`src/rtl/imem_boot_loader.sv`:
```
// imem_boot_loader
// Boot sequencer that holds the core in reset while a stream of instruction
// words is written into instruction memory over a valid/ready interface.
// After the last write it waits HOLD_CYCLES cycles, then releases the core.
// A new start request from RUN reloads the memory and reboots the core.
module imem_boot_loader #(
    parameter int DATA_WIDTH  = 32,
    parameter int ADDR_WIDTH  = 10,
    parameter int BASE_ADDR   = 0,
    parameter int HOLD_CYCLES = 3
) (
    input  logic                  i_clk,
    input  logic                  i_reset,
    input  logic                  i_start,
    input  logic [ADDR_WIDTH-2:0] i_word_count,
    input  logic [DATA_WIDTH-1:0] i_data,
    input  logic                  i_valid,
    output logic                  o_ready,
    output logic                  o_imem_we,
    output logic [ADDR_WIDTH-1:0] o_imem_addr,
    output logic [DATA_WIDTH-1:0] o_imem_wdata,
    output logic                  o_core_reset_n,
    output logic                  o_busy,
    output logic                  o_done,
    output logic                  o_error
);

    // Word counters are one bit narrower than the byte address.
    localparam int CNT_W = ADDR_WIDTH - 1;
    // Range check is done two bits wider than the address so the end
    // address of the largest possible request cannot wrap.
    localparam int CHK_W = ADDR_WIDTH + 2;

    localparam logic [CNT_W-1:0]      CNT_ZERO   = CNT_W'(0);
    localparam logic [CNT_W-1:0]      CNT_ONE    = CNT_W'(1);
    localparam logic [ADDR_WIDTH-1:0] ADDR_BASE  = ADDR_WIDTH'(BASE_ADDR);
    localparam logic [ADDR_WIDTH-1:0] ADDR_STEP  = ADDR_WIDTH'(4);
    localparam logic [ADDR_WIDTH-1:0] ADDR_ZERO  = ADDR_WIDTH'(0);
    localparam logic [DATA_WIDTH-1:0] DATA_ZERO  = DATA_WIDTH'(0);
    localparam logic [CHK_W-1:0]      CHK_BASE   = CHK_W'(BASE_ADDR);
    localparam logic [CHK_W-1:0]      MEM_BYTES  = {2'b01, {ADDR_WIDTH{1'b0}}};
    localparam logic [7:0]            HOLD_LAST  = 8'(HOLD_CYCLES - 1);
    localparam logic [7:0]            HOLD_ZERO  = 8'd0;
    localparam logic [7:0]            HOLD_ONE   = 8'd1;

    typedef enum logic [1:0] {
        ST_IDLE = 2'd0,
        ST_LOAD = 2'd1,
        ST_HOLD = 2'd2,
        ST_RUN  = 2'd3
    } state_t;

    // True when a load of cnt words starting at BASE_ADDR would run past
    // the end of instruction memory. Ending exactly at the top is legal.
    function automatic logic count_too_big(input logic [CNT_W-1:0] cnt);
        logic [CHK_W-1:0] end_addr;
        end_addr = CHK_BASE + {1'b0, cnt, 2'b00};
        return (end_addr > MEM_BYTES);
    endfunction

    state_t                  state_r;
    state_t                  state_nxt_s;
    logic                    start_ok_s;
    logic                    start_err_s;
    logic                    transfer_s;

    logic [CNT_W-1:0]        count_r;
    logic [CNT_W-1:0]        word_cnt_r;
    logic [7:0]              hold_cnt_r;
    logic [ADDR_WIDTH-1:0]   next_addr_r;

    logic                    we_r;
    logic [ADDR_WIDTH-1:0]   addr_r;
    logic [DATA_WIDTH-1:0]   wdata_r;
    logic                    core_reset_n_r;
    logic                    busy_r;
    logic                    done_r;
    logic                    error_r;

    // Next-state decode: start validation, word transfers and hold timeout.
    always_comb begin
        state_nxt_s = state_r;
        start_ok_s  = 1'b0;
        start_err_s = 1'b0;
        transfer_s  = 1'b0;
        case (state_r)
            ST_IDLE, ST_RUN: begin
                if (i_start) begin
                    if (count_too_big(i_word_count)) begin
                        // Rejected: stay put, core keeps its current reset state.
                        start_err_s = 1'b1;
                        state_nxt_s = state_r;
                    end else if (i_word_count == CNT_ZERO) begin
                        // Nothing to load: boot whatever the memory holds.
                        start_ok_s  = 1'b1;
                        state_nxt_s = ST_HOLD;
                    end else begin
                        start_ok_s  = 1'b1;
                        state_nxt_s = ST_LOAD;
                    end
                end else begin
                    state_nxt_s = state_r;
                end
            end
            ST_LOAD: begin
                // o_ready is high for the whole of LOAD, so valid alone
                // marks a transfer here.
                transfer_s = i_valid;
                if (i_valid && ((word_cnt_r + CNT_ONE) == count_r)) begin
                    state_nxt_s = ST_HOLD;
                end else begin
                    state_nxt_s = ST_LOAD;
                end
            end
            ST_HOLD: begin
                if (hold_cnt_r == HOLD_LAST) begin
                    state_nxt_s = ST_RUN;
                end else begin
                    state_nxt_s = ST_HOLD;
                end
            end
            default: begin
                state_nxt_s = ST_IDLE;
            end
        endcase
    end

    // State register plus the status outputs that follow the next state.
    always_ff @(posedge i_clk or posedge i_reset) begin
        if (i_reset) begin
            state_r        <= ST_IDLE;
            busy_r         <= 1'b0;
            done_r         <= 1'b0;
            core_reset_n_r <= 1'b0;
            error_r        <= 1'b0;
        end else begin
            state_r        <= state_nxt_s;
            busy_r         <= (state_nxt_s == ST_LOAD) || (state_nxt_s == ST_HOLD);
            done_r         <= (state_nxt_s == ST_RUN);
            core_reset_n_r <= (state_nxt_s == ST_RUN);
            error_r        <= start_err_s;
        end
    end

    // Word and hold counters; the hold counter restarts whenever HOLD is left.
    always_ff @(posedge i_clk or posedge i_reset) begin
        if (i_reset) begin
            count_r    <= CNT_ZERO;
            word_cnt_r <= CNT_ZERO;
            hold_cnt_r <= HOLD_ZERO;
        end else begin
            if (start_ok_s) begin
                count_r    <= i_word_count;
                word_cnt_r <= CNT_ZERO;
            end else if (transfer_s) begin
                word_cnt_r <= word_cnt_r + CNT_ONE;
            end else begin
                word_cnt_r <= word_cnt_r;
            end
            if (state_r == ST_HOLD) begin
                hold_cnt_r <= hold_cnt_r + HOLD_ONE;
            end else begin
                hold_cnt_r <= HOLD_ZERO;
            end
        end
    end

    // Memory write port: one registered write per accepted word.
    always_ff @(posedge i_clk or posedge i_reset) begin
        if (i_reset) begin
            we_r        <= 1'b0;
            addr_r      <= ADDR_ZERO;
            wdata_r     <= DATA_ZERO;
            next_addr_r <= ADDR_ZERO;
        end else begin
            we_r <= transfer_s;
            if (start_ok_s) begin
                next_addr_r <= ADDR_BASE;
            end else if (transfer_s) begin
                next_addr_r <= next_addr_r + ADDR_STEP;
            end else begin
                next_addr_r <= next_addr_r;
            end
            if (transfer_s) begin
                addr_r  <= next_addr_r;
                wdata_r <= i_data;
            end else begin
                addr_r  <= addr_r;
                wdata_r <= wdata_r;
            end
        end
    end

    assign o_ready        = (state_r == ST_LOAD);
    assign o_imem_we      = we_r;
    assign o_imem_addr    = addr_r;
    assign o_imem_wdata   = wdata_r;
    assign o_core_reset_n = core_reset_n_r;
    assign o_busy         = busy_r;
    assign o_done         = done_r;
    assign o_error        = error_r;

endmodule

```
`config.mk`:
```
export PLATFORM = sky130hd
export DESIGN_NAME = imem_boot_loader
export DESIGN_NICKNAME = d
export VERILOG_FILES = /design/src/rtl/imem_boot_loader.sv
export SDC_FILE = /design/constraint.sdc
export NUM_CORES = 1
export LEC_CHECK = 0
export CAP_MARGIN = 10
export CORE_MARGIN = 2
export CORE_UTILIZATION = 35
export CTS_CLUSTER_SIZE = 20
export DETAILED_ROUTE_END_ITERATION = 12
export GPL_TIMING_DRIVEN = 0
export PLACE_DENSITY = 0.6
export SLEW_MARGIN = 20
export SYNTH_ARGS = -nofsm -noshare
export SYNTH_HDL_FRONTEND = slang
export SYNTH_SLANG_ARGS = --single-unit
```
`constraint.sdc`:
```
create_clock -name i_clk -period 3.7 [get_ports i_clk]
set_input_delay 0.74 -clock i_clk [delete_from_list [all_inputs] [get_ports i_clk]]
set_output_delay 0.74 -clock i_clk [all_outputs]
set_load 0.005 [all_outputs]
```
==> out/qor_table.md <==
| Item | Value |
|:---|:---|
| Cell family with most CP delay | simple AND/OR/NAND/NOR gates |
| Crit. path cell count | 7 |
| Maximum fanout encountered on the critical timing path | 3 |
| Share of synthesized registers carrying an async set or reset | 1.00 |
| Maximum number of pins on one net before global-route repair | 50 |
| Register area | 2000 um2 |
| Worst setup skew after layout | 0.0107 ns |
| Leakage power summed over all cells | 2.34 nW |
| Worst hold-check slack | 0.477 ns |
| Crit-path most repeated cell | sky130_fd_sc_hd__or4_4 |
| Starting density of the core | 0.360 |
| Full die area | 11,500 um2 |
| Num ports | 93 |
| Multi-input gate area in the final layout | 1570 um2 |
| Worst ir drop on vdd | 0.000231 V |
| Endpoint class of the critical path | flop |
| Aggregate global-route resource usage | 0.152 |
| Total length of routed wires | 8290 um |
| Hold path cells | 2 |
| Biggest area consumer among synthesized cells | sky130_fd_sc_hd__dfrtp_1 |
| Clock-pin slew on the worst setup and hold paths | 0.09 ns |
| CTS Root Cell | sky130_fd_sc_hd__clkbuf_8 |
| Cell at the slowest stage of the critical path | sky130_fd_sc_hd__or4_4 |
| Most instantiated flip-flop cell in the synthesis netlist | sky130_fd_sc_hd__dfrtp_1 |
| Max capacitance violation total | 0 |
| Register bit total from synthesis | 80 |
| R2R depth | 7 |
| Core Util, Final | 0.486 |
| Clock latency of the later-clocked register in the worst-skew pair | 0.36 ns |
| Number of remaining DRC errors | 0 |
| Die Ht | 107 um |
| Post-synthesis instance total | 385 |
| Top cells by instance count after synthesis | 132 x sky130_fd_sc_hd__nand2_1, 80 x sky130_fd_sc_hd__dfrtp_1, 21 x sky130_fd_sc_hd__nor2_1 |
| Peak per-stage delay on the critical path | 0.56 ns |
| Fraction of post-synthesis cell area in the top cell type by area | 0.539 |
| Die Span X | 107 um |
| Total number of vias | 2,916 |
| CTS H-Tree Depth | 3 |
| Floorplan core area | 10,300 um2 |
| Switching power share of the total | 0.341 |
| Seq/Total Area, Yosys | 0.539 |
| Aggregate global routing overflow | 0 |
| Final nets | 540 |
| IO Port Bufs | 90 |
| Tcrit/Tclk final | 0.697 |
| Time the final worst path needs with I/O delays and setup | 2.58 ns |
| Number of global-route vias before repair | 2,849 |
| Number of standard-cell rows in the floorplan | 37 |
| Global-route wire length before repair | 13,800 um |
| Top cells by area, synth | sky130_fd_sc_hd__dfrtp_1 54%, sky130_fd_sc_hd__nand2_1 13%, sky130_fd_sc_hd__xnor2_1 4.2%, sky130_fd_sc_hd__xor2_1 2.8%, sky130_fd_sc_hd__ha_1 2.4% |
| Number of search-and-repair iterations in the first detailed-routing pass | 4 |
| Cells along the critical path | clkdlybuf4s50_1, or4_4, or4_4, nand2_2, o221ai_2, o21ai_2, ha_1 |
| Placer Congestion | 0.787 |
| Worst endpoint required time | 3.94 ns |
| Relative contribution of sequential cells to total power | 0.398 |
| Layout-stage area growth over the synthesis result | 35.0% |
| Diodes inserted | 0 |
| # setup viols final | 0 |
| Final Instance Count excl. Fillers | 629 |
| Hold-fix buffers, CTS | 0 |
| Result of the run | complete, no violations |
| CP arrival | 2.82 ns |
| Critical path buffers and inverters | 1 |
| HPWL reported at the end of detailed placement | 5890 um |
| Total Negative Setup Slacks | 0 ns |
| Setup repair bufs after CTS | 0 |
| Clock tree from TritonCTS | done |
| Worst Setup Start Kind | input port |
| Logic gate share of total power | 0.410 |
| Residual antenna-violating net count after detailed routing | 0 |
| Type of the worst setup path | input port to flop |
| Number of buffers inserted during clock tree synthesis | 9 |
| Number of DRC markers after the initial detailed-route iteration | 111 |
| Number of antenna violations at the first check in global routing | 0 |
| Summed instance area of the synthesized netlist | 3710 um2 |
| Net switching component of the power | 1.16 mW |
| Via count normalized by instance count | 4.64 |
| Mean instance size in the synthesized netlist | 9.65 um2 |
| Placed Cells | 613 |
| Final count of hold timing violations | 0 |
| Clock Power Share | 0.192 |
| Number of synthesis warnings | 0 |
| Longest Clk Path Bufs | 2 |
| Gates resized, CTS repair | 0 |
| Maximum achievable frequency | 388 MHz |
| Drt wl/cell | 13.2 um |
| Number of enable-type register cells in the synthesized netlist | 0 |
| Cell with the most instances after synthesis | sky130_fd_sc_hd__nand2_1 |
| Power density normalized to cell area | 675 nW/um2 |
| RSZ-0062 raised after global routing | false |
| Share of cells above drive strength 1 | 0.0872 |
| Netlist cell types | 52 |
| Cell-internal power | 2.23 mW |
| Hold WC Path Type | flop to flop |
| Number of clock sinks | 80 |
| Fillers | 979 |
| Slew Viols, Final | 0 |
layer usage:
metal,vias up,wire [um],GRT usage
li1,1464,-,-
met1,1379,3760,0.197
met2,63,4110,0.251
met3,10,276,0.0261
met4,0,142,0.0668
met5,-,0,0
path summary, 6_finish.rpt:
path	startpoint	end	slack, ns
max reg2reg	word_cnt_r[3]	o_busy	1.23
min	o_imem_wdata[5]	o_imem_wdata[5]	0.48
min in group asynchronous	i_reset	o_imem_wdata[2]	0.74
max in group asynchronous	i_reset	word_cnt_r[6]	2.36
max	i_word_count[2]	o_busy	1.12
min reg2reg	o_imem_wdata[5]	o_imem_wdata[5]	0.48
cells by family after synthesis:
family	share of synthesized area
simple gates	0.237
flops	0.539
compound gates	0.0640
xor+xnor	0.0707
buf+inv	0.0404
mux	0.0242
fa+ha+maj	0.0236
other cells	0.00101
power groups by stage:
stage          combinational [mW]  sequential, mW  clock [mW]
2_1_floorplan               0.738            1.35           0
3_3_place_gp                 1.38            1.36           0
3_5_place_dp                 1.41            1.37           0
4_1_cts                      1.41            1.35       0.672
5_1_grt                      1.56            1.38       0.717
6_report                     1.39            1.35       0.651
worst reg2reg max path: stages, from the launching register on:
cell and delay (ns):
sky130_fd_sc_hd__dfrtp_1 0.33, sky130_fd_sc_hd__clkbuf_1 0.31, sky130_fd_sc_hd__nand4_1 0.20, sky130_fd_sc_hd__o21a_1 0.22, sky130_fd_sc_hd__o41ai_1 0.41, sky130_fd_sc_hd__o221ai_1 0.30, sky130_fd_sc_hd__o221a_2 0.31, sky130_fd_sc_hd__ha_1 0.27
state kept, by name, indices dropped and copies added (netlist names):
| name | count |
|---|---|
| o_imem_wdata | 32 |
| count_r | 9 |
| word_cnt_r | 9 |
| hold_cnt_r | 8 |
| next_addr_r | 8 |
| o_imem_addr | 8 |
| state_r | 2 |
| o_busy | 1 |
| o_done | 1 |
| o_error | 1 |
| o_imem_we | 1 |
cells in the final DEF, fill, tap and decap left out, drive strengths merged, types with 2 or more instances in the layout:
master and count:
nor3 4, ha 7, conb 2, nor4 2
o21ai 3, o21a 2, clkbuf 23, clkdlybuf4s50 90
clkinvlp 2, xor2 12, o221a 2, nand3 13
clkinv 2, xnor2 18, mux2 8, o221ai 2
and2 6, dfrtp 80, inv 8, and3 4
buf 10, nand2 133, o211ai 3, nor2 21
nand4 3, or4 5, nor2b 2, and4 2
a21oi 6
metrics by stage:
| stage | cell area [um2] | power (mW) | worst slack (ns) |
|---|---|---|---|
| finish | 5010 | 3.39 | 1.12 |
| CTS | 5010 | 3.44 | 1.11 |
| global route | 5010 | 3.66 | 0.921 |
| detailed placement | 4820 | 2.77 | 0.731 |
| global placement | 4790 | 2.73 | -0.503 |
| floorplan | 3720 | 2.09 | 0.908 |
final cells by class:
type,count,share of cell area
inverters,7,0.00574
multi-input cells,277,0.312
well taps,136,0.0339
clock inverters,6,0.0135
repair buffers,91,0.185
clock buffers,10,0.0254
flip-flops and latches,80,0.399
plain buffers,22,0.0247
Power figures use the tool's default switching activity.
